`src/rtl/bexkat1_bus_arbiter.sv`:
```
// bexkat1_bus_arbiter: two-master round-robin Wishbone arbiter with tenure lock and stall watchdog
module bexkat1_bus_arbiter #(
  parameter int TIMEOUT = 256
) (
  input  logic        clk_i,
  input  logic        rst_i,
  input  logic        m0_cyc_i,
  input  logic        m0_we_i,
  input  logic [31:0] m0_adr_i,
  input  logic [31:0] m0_dat_i,
  input  logic [3:0]  m0_sel_i,
  output logic [31:0] m0_dat_o,
  output logic        m0_ack_o,
  output logic        m0_err_o,
  input  logic        m1_cyc_i,
  input  logic        m1_we_i,
  input  logic [31:0] m1_adr_i,
  input  logic [31:0] m1_dat_i,
  input  logic [3:0]  m1_sel_i,
  output logic [31:0] m1_dat_o,
  output logic        m1_ack_o,
  output logic        m1_err_o,
  output logic        s_cyc_o,
  output logic        s_we_o,
  output logic [31:0] s_adr_o,
  output logic [31:0] s_dat_o,
  output logic [3:0]  s_sel_o,
  input  logic [31:0] s_dat_i,
  input  logic        s_ack_i,
  output logic [1:0]  grant_o,
  output logic        timeout_o
);
  localparam int W = TIMEOUT > 0 ? $clog2(TIMEOUT + 1) : 1;
  typedef enum logic [1:0] {IDLE, BUSY, ERR} state_t;
  state_t state;
  logic owner, last, tpulse, cyc, busy, fire, pick;
  logic [W-1:0] wdog;
  assign cyc = owner ? m1_cyc_i : m0_cyc_i;
  assign busy = state == BUSY;
  assign fire = TIMEOUT > 0 && busy && cyc && !s_ack_i && wdog == W'(TIMEOUT - 1);
  // on a tie the master that did not win last time gets the bus
  assign pick = (m0_cyc_i && m1_cyc_i) ? ~last : m1_cyc_i;
  always_ff @(posedge clk_i or negedge rst_i) begin
    if (!rst_i) begin
      state <= IDLE;
      owner <= 1'b0;
      last <= 1'b1;
      wdog <= '0;
      tpulse <= 1'b0;
    end else begin
      tpulse <= fire;
      case (state)
        IDLE: if (m0_cyc_i || m1_cyc_i) begin
          owner <= pick;
          last <= pick;
          wdog <= '0;
          state <= BUSY;
        end
        BUSY: if (!cyc) state <= IDLE;
          else if (fire) state <= ERR;
          else wdog <= s_ack_i ? '0 : (wdog == '1 ? wdog : wdog + 1'b1);
        ERR: if (!cyc) state <= IDLE;
        default: state <= IDLE;
      endcase
    end
  end
  assign s_cyc_o = busy && cyc;
  assign s_we_o = busy && (owner ? m1_we_i : m0_we_i);
  assign s_adr_o = busy ? (owner ? m1_adr_i : m0_adr_i) : '0;
  assign s_dat_o = busy ? (owner ? m1_dat_i : m0_dat_i) : '0;
  assign s_sel_o = busy ? (owner ? m1_sel_i : m0_sel_i) : '0;
  assign m0_dat_o = s_dat_i;
  assign m1_dat_o = s_dat_i;
  assign m0_ack_o = busy && !owner && m0_cyc_i && s_ack_i;
  assign m1_ack_o = busy && owner && m1_cyc_i && s_ack_i;
  assign m0_err_o = tpulse && !owner;
  assign m1_err_o = tpulse && owner;
  assign timeout_o = tpulse;
  assign grant_o = (busy || state == ERR) ? (owner ? 2'b10 : 2'b01) : 2'b00;
endmodule

```
`config.mk`:
```
export PLATFORM = sky130hd
export DESIGN_NAME = bexkat1_bus_arbiter
export DESIGN_NICKNAME = d
export VERILOG_FILES = /design/src/rtl/bexkat1_bus_arbiter.sv
export SDC_FILE = /design/constraint.sdc
export NUM_CORES = 1
export LEC_CHECK = 0
export ABC_CLOCK_PERIOD_IN_PS = 2700
export CORE_AREA = 2 2 123 125
export DETAILED_ROUTE_END_ITERATION = 12
export DIE_AREA = 0 0 125 127
export SYNTH_ARGS = -nofsm -noshare
export SYNTH_HDL_FRONTEND = slang
export SYNTH_SLANG_ARGS = --single-unit
```
`constraint.sdc`:
```
create_clock -name clk_i -period 2.7 [get_ports clk_i]
set_input_delay 0.54 -clock clk_i [delete_from_list [all_inputs] [get_ports clk_i]]
set_output_delay 0.54 -clock clk_i [all_outputs]
set_load 0.03 [all_outputs]
```
==> summary.log, run 1 <==
INFO  global_routing grt-ovfl-total=0
INFO  yosys          synth_ff_type=sky130_fd_sc_hd__dfrtp_1
INFO  worst_hold_path hp-start=wdog[7]$_DFFE_PN0P_
INFO  critical_path  cp.required=2.16ns
INFO  global_routing overall_track_demand_over_capacity_in_global_routing=12.20%
INFO  floorplan      floorplan.rows=44
INFO  floorplan      boundaryPins=316
INFO  power_and_ir_drop powerDensity=931.2nW/um2
INFO  power_and_ir_drop finalPower=4.541mW
INFO  critical_path  first_element_of_the_critical_path=owner$_DFFE_PN0P_
INFO  power_and_ir_drop comb_power_share=86.2%
INFO  power_and_ir_drop power.share.sequential=7.0%
INFO  yosys          ys_ff_latch=14
INFO  worst_hold_path hp-class=register to register
INFO  power_and_ir_drop sw_frac_of_total=48.31%
INFO  critical_path  worst-r2r-cell-count=10
INFO  final_layout   drive_gt1_share=10.85%
INFO  power_and_ir_drop internal_power_consumption=2.347mW
INFO  final_layout   fillers=1434
INFO  critical_path  critical_path.max_fanout=22
INFO  timing         hold_viol=0
INFO  timing         finalWorstPathRequiredPeriod=2.626ns
INFO  cts            cts_hold_repair.buffers=0
INFO  floorplan      start_util=17.69%
INFO  yosys          synth_top_area_share=27.86%
INFO  global_routing first_pass_grt_wire_length=15680um
INFO  yosys          synth.area.top_cells=sky130_fd_sc_hd__mux2i_1 (28%), sky130_fd_sc_hd__buf_4 (19%), sky130_fd_sc_hd__nor2b_1 (18%)
INFO  routing        drt_first_pass_iters=4
INFO  routing        drcViolationCount=0
INFO  final_layout   diodes=0
INFO  cts            reg_clk_slew_reported_paths=0.05ns
INFO  timing         slew_headroom=56.15%
INFO  floorplan      floorplan.core_area=14420um2
INFO  cts            cts_root_buffer=sky130_fd_sc_hd__clkbuf_16
INFO  yosys          post-synth-top-area-cell=sky130_fd_sc_hd__mux2i_1
INFO  timing         slew_violations=0
INFO  global_routing grt_start_max_net_pins=65
INFO  yosys          synth_cells=308
INFO  yosys          asyncSetResetFlopFracSynth=100.0%
INFO  yosys          synth_nets=490
INFO  outcome        run_status=complete, no violations
INFO  routing        drt.antenna.violating_nets=0
INFO  yosys          synth_cell_type_count=31
INFO  timing         post-route-period-util=97.27%
INFO  worst_hold_path timing.hold.worst_endpoint=wdog[7]$_DFFE_PN0P_
INFO  routing        wirelength=10600um
INFO  timing         final.setup.tns=0ns
INFO  cts            cts_sinks=14
INFO  critical_path  worst_ep_arrival_time=2.09ns
INFO  power_and_ir_drop clock_power_share=6.9%
INFO  routing        wl_per_cell=16.43um
INFO  yosys          combined_area_of_all_synthesized_cells=2551um2
INFO  timing         tightestPinTransition=0.6558ns
INFO  critical_path  worst-r2r-setup-slack=0.09ns
INFO  worst_hold_path worst_hold_path.num_cells=1
INFO  routing        detail_route.vias_per_cell=4.036
INFO  critical_path  timing.critical_path.from_type=register
INFO  power_and_ir_drop vdd_drop_max=459.9uV
INFO  cts            cts_max_path_buffers=2
INFO  floorplan      floorplan_die_width=125um
INFO  cts            cts_tree=yes
INFO  placed_design  post-dp-hpwl=8543um
INFO  floorplan      die_h=127um
INFO  final_layout   most-common-layout-cells=sky130_fd_sc_hd__clkdlybuf4s50_1 (168), sky130_fd_sc_hd__nor2b_1 (75), sky130_fd_sc_hd__mux2i_1 (71)
INFO  routing        detailroute.via_count=2603
INFO  timing         timing.final.setup_violations=0
INFO  critical_path  endpoint_kind=output port
INFO  final_layout   sequential_cell_area=355.3um2
INFO  cts            cts_inserted_buffers=3
INFO  timing         max_clock_freq=380.7MHz
INFO  final_layout   num-nets-final=644
INFO  cts            clock_insertion_delay_worst_skew=0.25ns
INFO  global_routing initial_antenna_violation_count=0
INFO  critical_path  path_class=register to output port
INFO  timing         finClkSkew=0.001946ns
INFO  power_and_ir_drop p_leak=2.360nW
INFO  critical_path  worst_r2r_endpoint=wdog[3]$_DFFE_PN0P_
INFO  global_routing vias_in_the_first_global_route=2688
INFO  placed_design  gp_routability_congestion=0.8179
INFO  job            cap_violations=0
INFO  final_layout   combined_area_of_the_multi_input_logic_cells=1638um2
INFO  final_layout   layout_commonest_cell=sky130_fd_sc_hd__clkdlybuf4s50_1
INFO  yosys          yosysSeqAreaShare=13.78%
INFO  cts            cts_max_level=1
INFO  final_layout   area_growth_syn_to_layout=91.12%
INFO  routing        drc_marker_count_from_the_first_detailed_route_iteration=51
INFO  floorplan      design.die.area=15880um2
INFO  placed_design  port_buffers=219
INFO  critical_path  reg2reg_from=wdog[1]$_DFFE_PN0P_
INFO  yosys          ys_warn_count=0
INFO  yosys          synth-edff-count=0
INFO  power_and_ir_drop net-switching-power=2.193mW
INFO  yosys          synthesis.area_per_instance=8.283um2
==> how the worst max path moves through the flow <==
stage	cells past startpoint	endpoint	slack, ns
detailed placement	9	wdog[3]$_DFFE_PN0P_	-0.01
global placement	9	wdog[3]$_DFFE_PN0P_	0.07
global route	10	wdog[3]$_DFFE_PN0P_	-0.004
finish	5	s_adr_o[9]	0.07
floorplan	9	wdog[3]$_DFFE_PN0P_	0.21
CTS	10	wdog[3]$_DFFE_PN0P_	0.01
==> metal layers <==
layer | global-route usage, % | vias to the layer above | routed length [um]
met1 | 15.34 | 1196 | 4380
met5 | 0 | - | 0
met4 | 1.503 | 0 | 61
met2 | 21.71 | 132 | 5329
met3 | 3.141 | 5 | 825
li1 | - | 1270 | -
==> registers in the layout, indices dropped and copies added (netlist names) <==
name	count
last	1
owner	1
state	2
timeout_o	1
wdog	9
==> cell usage after synthesis (all sizes together) (3+ instances only) <==
library cell  count
nor2              3
a31oi             7
a21oi             8
buf              73
ha                7
dfrtp            13
and3              3
nor2b            75
mux2i            72
nand2             7
clkbuf           10
o21ai             3
inv               5
nand2b            5
==> layout make-up <==
class | instances | area share, %
multi-input combinational | 206 | 33.59
clock buffer | 4 | 1.822
timing repair buffer | 232 | 52.19
tap | 184 | 4.722
inverter | 5 | 0.3849
sequential | 14 | 7.288
==> metrics by stage <==
stage | cells | area, um2 | setup WS (ns) | utilization, % | hold WS [ns]
2_1_floorplan | 308 | 2551 | 0.2054 | - | 0.2444
3_3_place_gp | 638 | 4684 | 0.06859 | 32.48 | 0.4747
3_5_place_dp | 638 | 4684 | -0.01167 | 32.48 | 0.4718
4_1_cts | 643 | 4778 | 0.01066 | 33.13 | 0.4777
5_1_grt | 645 | 4876 | -0.003916 | 33.80 | 0.5025
6_report | 645 | 4876 | 0.07360 | 33.80 | 0.4774
==> cell families after synthesis <==
family | Yosys count | synth area share (%)
adders and majority gates | 7 | 3.433
DFF | 14 | 13.78
and+or+nand+nor | 102 | 24.42
buffers and inverters | 88 | 22.81
muxes | 74 | 29.28
AOI/OAI and AO/OA | 23 | 6.278
==> critical path, cell delays in order (launching register included) <==
cell                              delay, ns
sky130_fd_sc_hd__dfrtp_4               0.52
sky130_fd_sc_hd__buf_12                0.19
sky130_fd_sc_hd__buf_4                 0.19
sky130_fd_sc_hd__mux2i_1               0.13
sky130_fd_sc_hd__nor2b_1               0.13
sky130_fd_sc_hd__clkdlybuf4s50_1       0.68
==> power by group through the flow <==
stage	Clock [mW]	Sequential [mW]	Combinational, mW
after floorplan	0	0.287	2.41
after global placement	0	0.319	3.94
after detailed placement	0	0.321	3.98
after CTS	0.319	0.318	3.99
after global routing	0.327	0.326	4.14
final	0.312	0.317	3.91
==> what timing repair did <==
| action | 4_1_cts | 5_1_grt |
|---|---|---|
| endpoints found under the setup margin | 3 | 33 |
| resized for setup | 2 | 31 |
| setup buffers | 1 | 2 |
| pin swaps | 1 | 1 |
No activity file was read; power rests on OpenSTA's default activity.
==> run 2: changes to the inputs <==
==> config.mk (replaced) <==
export PLATFORM = sky130hd
export DESIGN_NAME = bexkat1_bus_arbiter
export DESIGN_NICKNAME = d
export VERILOG_FILES = /design/src/rtl/bexkat1_bus_arbiter.sv
export SDC_FILE = /design/constraint.sdc
export NUM_CORES = 1
export LEC_CHECK = 0
export ABC_CLOCK_PERIOD_IN_PS = 3200
export CORE_AREA = 2 2 122 124
export DETAILED_ROUTE_END_ITERATION = 12
export DIE_AREA = 0 0 124 126
export SYNTH_ARGS = -nofsm -noshare
export SYNTH_HDL_FRONTEND = slang
export SYNTH_SLANG_ARGS = --single-unit
==> constraint.sdc (replaced) <==
create_clock -name clk_i -period 3.2 [get_ports clk_i]
set_input_delay 0.64 -clock clk_i [delete_from_list [all_inputs] [get_ports clk_i]]
set_output_delay 0.64 -clock clk_i [all_outputs]
set_load 0.03 [all_outputs]
==> run 2 against run 1 <==
Against the previous run: via count barely moved; first-iteration DRC count rose by 53%; die area fell by 1.6%; hold slack improved by 0.0063 ns.
==> summary.log, run 2 (synthesized netlist as in run 1, its figures left out) <==
INFO  outcome        run_status=complete, no violations
INFO  critical_path  timing.critical_path.from_type=register
INFO  global_routing grt-ovfl-total=0
INFO  global_routing use_met1=13.92%
INFO  critical_path  cp.required=2.56ns
INFO  worst_hold_path worst_hold_path.num_cells=1
INFO  job            cap_violations=0
INFO  routing        drt.antenna.violating_nets=0
INFO  final_layout   num-nets-final=636
INFO  floorplan      floorplan_die_width=124um
INFO  floorplan      floorplan.core_area=14310um2
INFO  critical_path  worst-r2r-cell-count=9
INFO  timing         grt_setup_unrepaired=false
INFO  power_and_ir_drop finalPower=3.523mW
INFO  timing         tightestPinTransition=0.6633ns
INFO  final_layout   area_growth_syn_to_layout=78.76%
INFO  routing        detail_route.vias_per_cell=4.078
INFO  critical_path  critical_path.max_fanout=62
INFO  final_layout   layout_commonest_cell=sky130_fd_sc_hd__clkdlybuf4s50_1
INFO  timing         hold_viol=0
INFO  global_routing globalRoute.busiestLayer=met2
INFO  cts            cts_max_level=1
INFO  power_and_ir_drop vdd_drop_max=583.8uV
INFO  global_routing grt_start_max_net_pins=63
INFO  floorplan      boundaryPins=316
INFO  final_layout   drive_gt1_share=2.870%
INFO  placed_design  gp_routability_congestion=0.8694
INFO  floorplan      start_util=17.82%
INFO  timing         slew_violations=0
INFO  timing         slew_headroom=55.64%
INFO  global_routing overall_track_demand_over_capacity_in_global_routing=12.12%
INFO  timing         timing.final.setup_violations=0
INFO  global_routing gr-usage-met2=23.14%
INFO  timing         max_clock_freq=338.0MHz
INFO  final_layout   most-common-layout-cells=sky130_fd_sc_hd__clkdlybuf4s50_1 (219), sky130_fd_sc_hd__nor2b_1 (75), sky130_fd_sc_hd__mux2i_1 (71)
INFO  cts            cts_hold_repair.buffers=0
INFO  placed_design  post-dp-hpwl=8841um
INFO  routing        wirelength=10480um
INFO  cts            reg_clk_slew_reported_paths=0.04ns
INFO  cts            cts_sinks=14
INFO  worst_hold_path hp-class=register to register
INFO  critical_path  worst_ep_arrival_time=2.32ns
INFO  floorplan      floorplan.rows=44
INFO  power_and_ir_drop p_leak=1.820nW
INFO  routing        wl_per_cell=16.43um
INFO  routing        drcViolationCount=0
INFO  timing         final.setup.tns=0ns
INFO  final_layout   finalInstanceArea=4561um2
INFO  placed_design  port_buffers=219
INFO  floorplan      design.die.area=15620um2
INFO  cts            cts_root_buffer=sky130_fd_sc_hd__clkbuf_16
INFO  timing         post-route-period-util=92.47%
INFO  global_routing first_pass_grt_wire_length=14780um
INFO  power_and_ir_drop powerDensity=772.6nW/um2
INFO  cts            cts_max_path_buffers=2
INFO  global_routing vias_in_the_first_global_route=2716
INFO  final_layout   biggest_registers_after_layout=wdog (9), state (2)
INFO  global_routing initial_antenna_violation_count=2
INFO  cts            cts_inserted_buffers=3
INFO  routing        drc_marker_count_from_the_first_detailed_route_iteration=78
INFO  floorplan      die_h=126um
INFO  final_layout   fillers=1503
INFO  timing         finClkSkew=0.003980ns
INFO  critical_path  endpoint_kind=output port
INFO  routing        drt_first_pass_iters=4
INFO  routing        detailroute.via_count=2602
INFO  cts            cts_tree=yes
INFO  final_layout   max_flop_register=wdog
INFO  critical_path  path_class=register to output port
INFO  cts            clock_insertion_delay_worst_skew=0.24ns
INFO  cts            cts_setup_buffers=0
INFO  placed_design  place_area=4479um2
INFO  final_layout   finish.utilization=31.86%
INFO  final_layout   largest_register_ffs=9
INFO  cts            ctsResizeCount=0
INFO  timing         finalWorstPathRequiredPeriod=2.959ns
INFO  global_routing globalRouteMet3Util=2.808%
## run 2: cell types whose count changed in the layout (fill, tap and decap cells not counted), sizes merged
cell	previous run	this run
buf	36	5
clkdlybuf4s50	168	219
diode	0	1
dlygate4sd2	2	0
dlymetal6s2s	26	0
## run 2: worst max-delay path, cell delays in order, from the launching register on
cell and delay [ns]:
sky130_fd_sc_hd__dfrtp_1 0.39, sky130_fd_sc_hd__inv_1 0.12, sky130_fd_sc_hd__ha_2 0.37, sky130_fd_sc_hd__buf_12 0.25, sky130_fd_sc_hd__nor2b_1 0.21, sky130_fd_sc_hd__clkdlybuf4s50_1 0.71
## run 2: path summary, 6_finish.rpt
check / start / slack (ns) / endpoint
setup / recovery: state[1]$_DFFE_PN0P_ / 0.24 / s_dat_o[22]
hold / removal: wdog[7]$_DFFE_PN0P_ / 0.48 / wdog[7]$_DFFE_PN0P_
setup reg to reg: wdog[0]$_DFFE_PN0P_ / 0.37 / wdog[3]$_DFFE_PN0P_
hold reg to reg: wdog[7]$_DFFE_PN0P_ / 0.48 / wdog[7]$_DFFE_PN0P_
max in group asynchronous: rst_i / 1.90 / owner$_DFFE_PN0P_
min in group asynchronous: rst_i / 0.81 / wdog[8]$_DFFE_PN0P_
## run 2: power breakdown
group,total (mW),internal [mW],leakage (nW),switching (mW)
Combinational,2.95,1.38,1.60,1.57
Sequential,0.332,0.223,0.185,0.110
Clock,0.238,0.168,0.0382,0.0702
Total,3.52,1.77,1.82,1.75
## run 2: per-layer routing
metal  routed length (um)  vias to the layer above
met3                 1086                        4
met5                   13                        -
li1                     -                     1261
met1                 3980                     1184
met4                   30                        2
met2                 5371                      151
## run 2: layout make-up
class	count	area [um2]	area share, %
sequential	14	355.3	7.792
multi-input combinational	206	1620	35.53
inverter	5	18.77	0.4115
timing repair buffer	224	2255	49.44
antenna	1	2.502	0.05487
clock buffer	4	78.83	1.728
tap	184	230.2	5.048
## run 2: per-stage QoR
stage	hold slack (ns)	setup WS (ns)	instances
after CTS	0.4805	0.1965	637
after global placement	0.4590	0.2523	633
after floorplan	0.3444	0.7054	308
after detailed placement	0.4746	0.2233	633
after global routing	0.5142	0.09996	637
final	0.4837	0.2410	638
==> run 3: changes to the inputs <==
==> config.mk (replaced) <==
export PLATFORM = sky130hd
export DESIGN_NAME = bexkat1_bus_arbiter
export DESIGN_NICKNAME = d
export VERILOG_FILES = /design/src/rtl/bexkat1_bus_arbiter.sv
export SDC_FILE = /design/constraint.sdc
export NUM_CORES = 1
export LEC_CHECK = 0
export ABC_AREA = 1
export ABC_CLOCK_PERIOD_IN_PS = 3440
export CORE_AREA = 2 2 123 125
export DETAILED_ROUTE_END_ITERATION = 12
export DIE_AREA = 0 0 125 127
export DONT_BUFFER_PORTS = 1
export SYNTH_ARGS = -nofsm -noshare
export SYNTH_HDL_FRONTEND = slang
export SYNTH_SLANG_ARGS = --single-unit
==> constraint.sdc (replaced) <==
create_clock -name clk_i -period 3.44 [get_ports clk_i]
set_input_delay 0.688 -clock clk_i [delete_from_list [all_inputs] [get_ports clk_i]]
set_output_delay 0.688 -clock clk_i [all_outputs]
set_load 0.03 [all_outputs]
==> run 3 against run 2 <==
Against the previous run: combinational power is 14% lower; clock-buffer cell count stayed put; clock power up 5%; synthesized cell count increased by 40%; largest cell class is now multi-input combinational cells.
==> summary.log, run 3 <==
INFO  floorplan      design.die.area=15880um2
INFO  floorplan      start_util=16.58%
INFO  final_layout   drive_gt1_share=22.22%
INFO  power_and_ir_drop internal_power_consumption=1.136mW
INFO  yosys          synth_top_area_share=28.57%
INFO  floorplan      floorplan.core_area=14420um2
INFO  job            cap_violations=0
INFO  timing         slew_headroom=63.91%
INFO  yosys          combined_area_of_all_synthesized_cells=2391um2
INFO  critical_path  timing.critical_path.from_type=register
INFO  yosys          post-synth-top-area-cell=sky130_fd_sc_hd__nand2_1
INFO  final_layout   num-nets-final=606
INFO  cts            ctsResizeCount=0
INFO  yosys          synth_nets=613
INFO  final_layout   most-common-layout-cells=sky130_fd_sc_hd__nand2_1 (182), sky130_fd_sc_hd__buf_4 (76), sky130_fd_sc_hd__a21oi_1 (70)
INFO  yosys          synth-edff-count=0
INFO  timing         grt_setup_unrepaired=false
INFO  cts            cts_hold_repair.buffers=0
INFO  routing        wirelength=9934um
INFO  timing         finalWorstPathRequiredPeriod=2.811ns
INFO  yosys          yosys.cell_count.top_type=sky130_fd_sc_hd__nand2_1
INFO  power_and_ir_drop sw_frac_of_total=62.73%
INFO  final_layout   area_growth_syn_to_layout=13.13%
INFO  yosys          synthesis.area_per_instance=5.548um2
INFO  critical_path  endpoint_kind=output port
INFO  floorplan      die_h=127um
INFO  cts            cts_setup_buffers=0
INFO  cts            clock_insertion_delay_worst_skew=0.25ns
INFO  critical_path  worstPathCellList=inv_1, ha_1, inv_2, buf_4, buf_4, a21oi_1, buf_4
INFO  routing        wl_per_cell=16.37um
INFO  cts            cts_max_level=1
INFO  routing        drcViolationCount=0
INFO  final_layout   largest_register_ffs=9
INFO  power_and_ir_drop vdd_drop_max=551.7uV
INFO  routing        drt_first_pass_iters=4
INFO  final_layout   max_flop_register=wdog
INFO  critical_path  path_class=register to output port
INFO  critical_path  cp_slowest_cell=sky130_fd_sc_hd__dfrtp_1
INFO  critical_path  critical_path.max_fanout=23
INFO  timing         timing.final.setup_violations=0
INFO  cts            reg_clk_slew_reported_paths=0.05ns
INFO  global_routing vias_in_the_first_global_route=2306
INFO  outcome        run_status=complete, no violations
INFO  yosys          yosysSeqAreaShare=14.70%
INFO  routing        detailroute.via_count=2650
INFO  global_routing first_pass_grt_wire_length=13660um
INFO  global_routing overall_track_demand_over_capacity_in_global_routing=10.92%
INFO  final_layout   biggest_registers_after_layout=wdog (9), state (2)
INFO  yosys          ys_warn_count=0
INFO  yosys          asyncSetResetFlopFracSynth=100.0%
INFO  power_and_ir_drop comb_power_share=82.9%
INFO  power_and_ir_drop net-switching-power=1.912mW
INFO  floorplan      floorplan_die_width=125um
INFO  routing        detail_route.vias_per_cell=4.366
INFO  cts            cts_inserted_buffers=3
INFO  cts            cts_sinks=14
INFO  placed_design  gp_routability_congestion=0.8218
INFO  timing         tightestPinTransition=0.5394ns
INFO  placed_design  post-dp-hpwl=8129um
INFO  timing         post-route-period-util=81.70%
INFO  critical_path  worst_path_largest_cell_delay=0.39ns
INFO  global_routing grt_start_max_net_pins=71
INFO  power_and_ir_drop finalPower=3.048mW
INFO  power_and_ir_drop clock_power_share=8.2%
INFO  yosys          synth_cell_type_count=22
INFO  yosys          synth_ff_type=sky130_fd_sc_hd__dfrtp_1
INFO  floorplan      boundaryPins=316
INFO  critical_path  cp.required=2.75ns
INFO  timing         finClkSkew=0.004878ns
INFO  cts            cts_max_path_buffers=2
INFO  critical_path  worst_ep_arrival_time=2.12ns
INFO  timing         max_clock_freq=355.8MHz
INFO  yosys          synth.area.top_cells=sky130_fd_sc_hd__nand2_1 (29%), sky130_fd_sc_hd__buf_4 (20%), sky130_fd_sc_hd__a21oi_1 (15%)
INFO  timing         hold_viol=0
INFO  power_and_ir_drop powerDensity=1127nW/um2
INFO  placed_design  port_buffers=0
INFO  yosys          ys_ff_latch=14
INFO  final_layout   fillers=1672
INFO  yosys          synth_top_cells_by_count=sky130_fd_sc_hd__nand2_1 (182), sky130_fd_sc_hd__a21oi_1 (70), sky130_fd_sc_hd__buf_4 (65)
INFO  yosys          synth_cells=431
INFO  global_routing grt-ovfl-total=0
INFO  cts            cts_tree=yes
INFO  timing         final.setup.tns=0ns
INFO  floorplan      floorplan.rows=44
INFO  routing        drc_marker_count_from_the_first_detailed_route_iteration=101
INFO  final_layout   layout_commonest_cell=sky130_fd_sc_hd__nand2_1
INFO  global_routing initial_antenna_violation_count=0
INFO  critical_path  crit_path_frequent_cell=sky130_fd_sc_hd__buf_4
INFO  final_layout   diodes=0
INFO  worst_hold_path hp-class=input pin to asynchronous set/reset pin
INFO  timing         slew_violations=0
INFO  power_and_ir_drop power.share.sequential=8.9%
INFO  cts            cts_root_buffer=sky130_fd_sc_hd__clkbuf_16
INFO  routing        drt.antenna.violating_nets=0
INFO  power_and_ir_drop p_leak=1.382nW
run 3: changes by cell type after synthesis, sizes merged, moves of 10 or more:
cell / change
nand2: +176
nor2b: -75
mux2i: -72
a21oi: +62
inv: +24
nor2: +11
nand3: +10
run 3: cell families (layout without fill, tap and decap cells):
kind of cell    Yosys count  in the layout  share of synthesized area, %
buf+inv                 118            110                         29.51
flops                    14             14                         14.70
compound gates           80             80                         17.58
simple gates            212            212                         34.54
fa+ha+maj                 7              7                         3.663
run 3: area by class of cell:
cell class / count / area [um2] / share of cell area, %
sequential: 14 / 352.8 / 13.04
timing repair buffer: 77 / 590.6 / 21.83
inverter: 29 / 108.9 / 4.024
multi-input combinational: 299 / 1334 / 49.31
tap: 184 / 230.2 / 8.511
clock buffer: 4 / 88.84 / 3.284
run 3: per-layer routing:
metal | part of all wire, % | up-vias | track usage [%]
met1 | 40 | 1174 | 13.86
li1 | - | 1267 | -
met5 | 0 | - | 0
met3 | 11 | 8 | 4.523
met4 | 1.7 | 0 | 2.222
met2 | 47 | 201 | 17.52
run 3: metrics by stage:
stage | hold slack (ns) | setup WS (ns) | instance area [um2] | std cells | utilization (%)
floorplan | 0.3924 | 0.9179 | 2391 | 431 | -
global placement | 0.3929 | 0.8903 | 2616 | 603 | 18.14
detailed placement | 0.3930 | 0.8203 | 2616 | 603 | 18.14
CTS | 0.1279 | 0.5417 | 2705 | 607 | 18.75
global route | 0.1229 | 0.4061 | 2705 | 607 | 18.75
finish | 0.1304 | 0.6295 | 2705 | 607 | 18.75
run 3: final timing paths:
kind / startpoint / end / slack, ns / cells after the start
worst max register to register: state[1]$_DFFE_PN0P_ / wdog[5]$_DFFE_PN0P_ / 1.19 / 12
worst min register to register: last$_DFFE_PN1P_ / last$_DFFE_PN1P_ / 0.50 / 2
worst min-delay path: rst_i / state[0]$_DFFE_PN0P_ / 0.13 / 0
max in group asynchronous: rst_i / last$_DFFE_PN1P_ / 3.14 / 0
min in group clk_i: last$_DFFE_PN1P_ / last$_DFFE_PN1P_ / 0.50 / 2
worst max-delay path: state[1]$_DFFE_PN0P_ / s_dat_o[19] / 0.63 / 7
run 3: power groups by stage:
| stage | Sequential, mW | Combinational [mW] | Clock, mW |
|---|---|---|---|
| 2_1_floorplan | 0.226 | 1.89 | 0 |
| 3_3_place_gp | 0.274 | 2.52 | 0 |
| 3_5_place_dp | 0.277 | 2.54 | 0 |
| 4_1_cts | 0.276 | 2.55 | 0.254 |
| 5_1_grt | 0.280 | 2.72 | 0.261 |
| 6_report | 0.271 | 2.53 | 0.251 |
run 3: worst max-delay path, delay by kind of cell (launching register included):
kind,cells,cell delay (ns)
buf+inv,5,0.97
flops,1,0.39
fa+ha+maj,1,0.35
compound gates,1,0.14
==> patch, RTL diff (settings of run 1) <==
The parameter `TIMEOUT` goes from 256 to 512.
--- a/src/rtl/bexkat1_bus_arbiter.sv
+++ b/src/rtl/bexkat1_bus_arbiter.sv
@@ -1,5 +1,5 @@
 // bexkat1_bus_arbiter: two-master round-robin Wishbone arbiter with tenure lock and stall watchdog
 module bexkat1_bus_arbiter #(
-  parameter int TIMEOUT = 256
+  parameter int TIMEOUT = 512
 ) (
   input  logic        clk_i,
Formal check against the unedited RTL: same outputs for any inputs over 10 cycles, from zero or initial values and one cycle with rst_i low; that may be too few to reach the edited logic, so the function may still have changed.
==> patch against run 1 <==
Register-to-register slack improved by 540 ps; synthesized cell count increased by 3.2%; critical path type unchanged; setup slack improved by 62 ps; final cell count up 1.1%; sequential cell count grew 1; sequential share of layout area grew 0.50 points; clock skew grew 1.4 ps; synthesized area grew 4.1%; count of clock-buffer cells in the layout fell by 1; total power is 5.4% lower; fmax grew 2.4%; routed wire length shrank 2.1%; final area increased by 0.21%.
==> patch: results <==
metrics = {
    "final_layout": {
        "final_nets": 649,
        "fillers": 1467,
        "largestRegisters": "wdog x10, state x2",
    },
    "synth": {
        "synth.top_cells.by_count": "nor2b_1 (72), mux2i_1 (69), buf_4 (65)",
        "ys_seq_area_share_pct": 14.2,
        "syn-num-nets": 498,
        "synth_compound_area_share_pct": 10.1,
        "muxShareOfSynthArea_pct": 27.7,
        "ys_top_cells_by_area": "mux2i_1 (26%), buf_4 (18%), nor2b_1 (17%), dfrtp_1 (13%), o31ai_1 (3.7%)",
        "synth_cell_types": 39,
    },
    "sta": {
        "slew_headroom_pct": 54.1,
        "finClkSkew_ps": 3.35,
    },
    "setup_path": {
        "cp_data_arrival_time_ps": 2020,
        "critPathMaxStageDelay_ps": 700,
        "crit_fanout": 15,
    },
    "placed_design": {
        "pre_cts_ws_ps": 71.6,
        "routabilityCongestion": 0.771,
    },
    "global_routing": {
        "grt_pass1_wl_um": 15400,
        "gr-usage-all-layers_pct": 11.8,
        "grt_start_max_net_pins": 47,
        "first_global_vias": 2810,
    },
    "cts": {
        "cts_setup_buffers": 0,
        "clk_pin_slew_ps": 50,
    },
    "route": {
        "drt_iter0_drc": 80,
        "route.vias.total": 2745,
        "routedWlPerCell_um": 15.9,
    },
    "power_and_ir_drop": {
        "ir_worst_vdd_v": 0.000505,
        "switching_power_mw": 2.12,
        "pwr-share-clk_pct": 6.7,
        "total_leakage_power_nw": 2.52,
    },
    "status": {
        "status": "finished clean",
    },
    "min_path": {
        "hold_path.class": "flop to flop",
    },
}
-- patch: per-layer routing --
| metal | up-vias | GRT usage, % | share of wire [%] |
|---|---|---|---|
| li1 | 1332 | - | - |
| met1 | 1232 | 14.6 | 42 |
| met2 | 162 | 19.9 | 47 |
| met3 | 19 | 4.73 | 11 |
| met4 | 0 | 1.96 | 0.92 |
| met5 | - | 0 | 0 |
-- patch: repair_timing --
action,CTS,global route
hold endpoints to repair,0,0
gates resized for setup,8,42
endpoints found under the setup margin,51,42
-- patch: stage by stage --
| step | instance area (µm²) | utilization, % | cells |
|---|---|---|---|
| after floorplan | 2660 | - | 318 |
| after global placement | 4700 | 32.6 | 648 |
| after detailed placement | 4700 | 32.6 | 648 |
| after CTS | 4780 | 33.1 | 652 |
| after global routing | 4890 | 33.9 | 652 |
| final | 4890 | 33.9 | 652 |
-- patch: cell type report --
| type | count | area share [%] |
|---|---|---|
| Inverter | 4 | 0.307 |
| Tap cell | 184 | 4.71 |
| Sequential cell | 15 | 7.78 |
| Clock buffer | 3 | 1.54 |
| Clock inverter | 1 | 0.102 |
| Timing Repair Buffer | 228 | 50.4 |
| Multi-Input combinational cell | 217 | 35.2 |
-- patch: final timing paths --
path,start,endpoint,slack [ps],depth (start not counted)
min in group asynchronous,rst_i,wdog[6],710,1
min reg2reg,wdog[6],wdog[6],530,1
max,state[1],s_adr_o[27],140,5
max in group asynchronous,rst_i,owner,1480,1
min,wdog[6],wdog[6],530,1
max reg2reg,state[1],wdog[1],630,6
-- patch: cells by family (layout without fill, tap and decap cells) --
family	count (synthesis)	count (layout)
mux	72	72
compound gates	35	35
buf+inv	86	236
fa+ha+maj	5	5
flops	15	15
simple gates	105	105
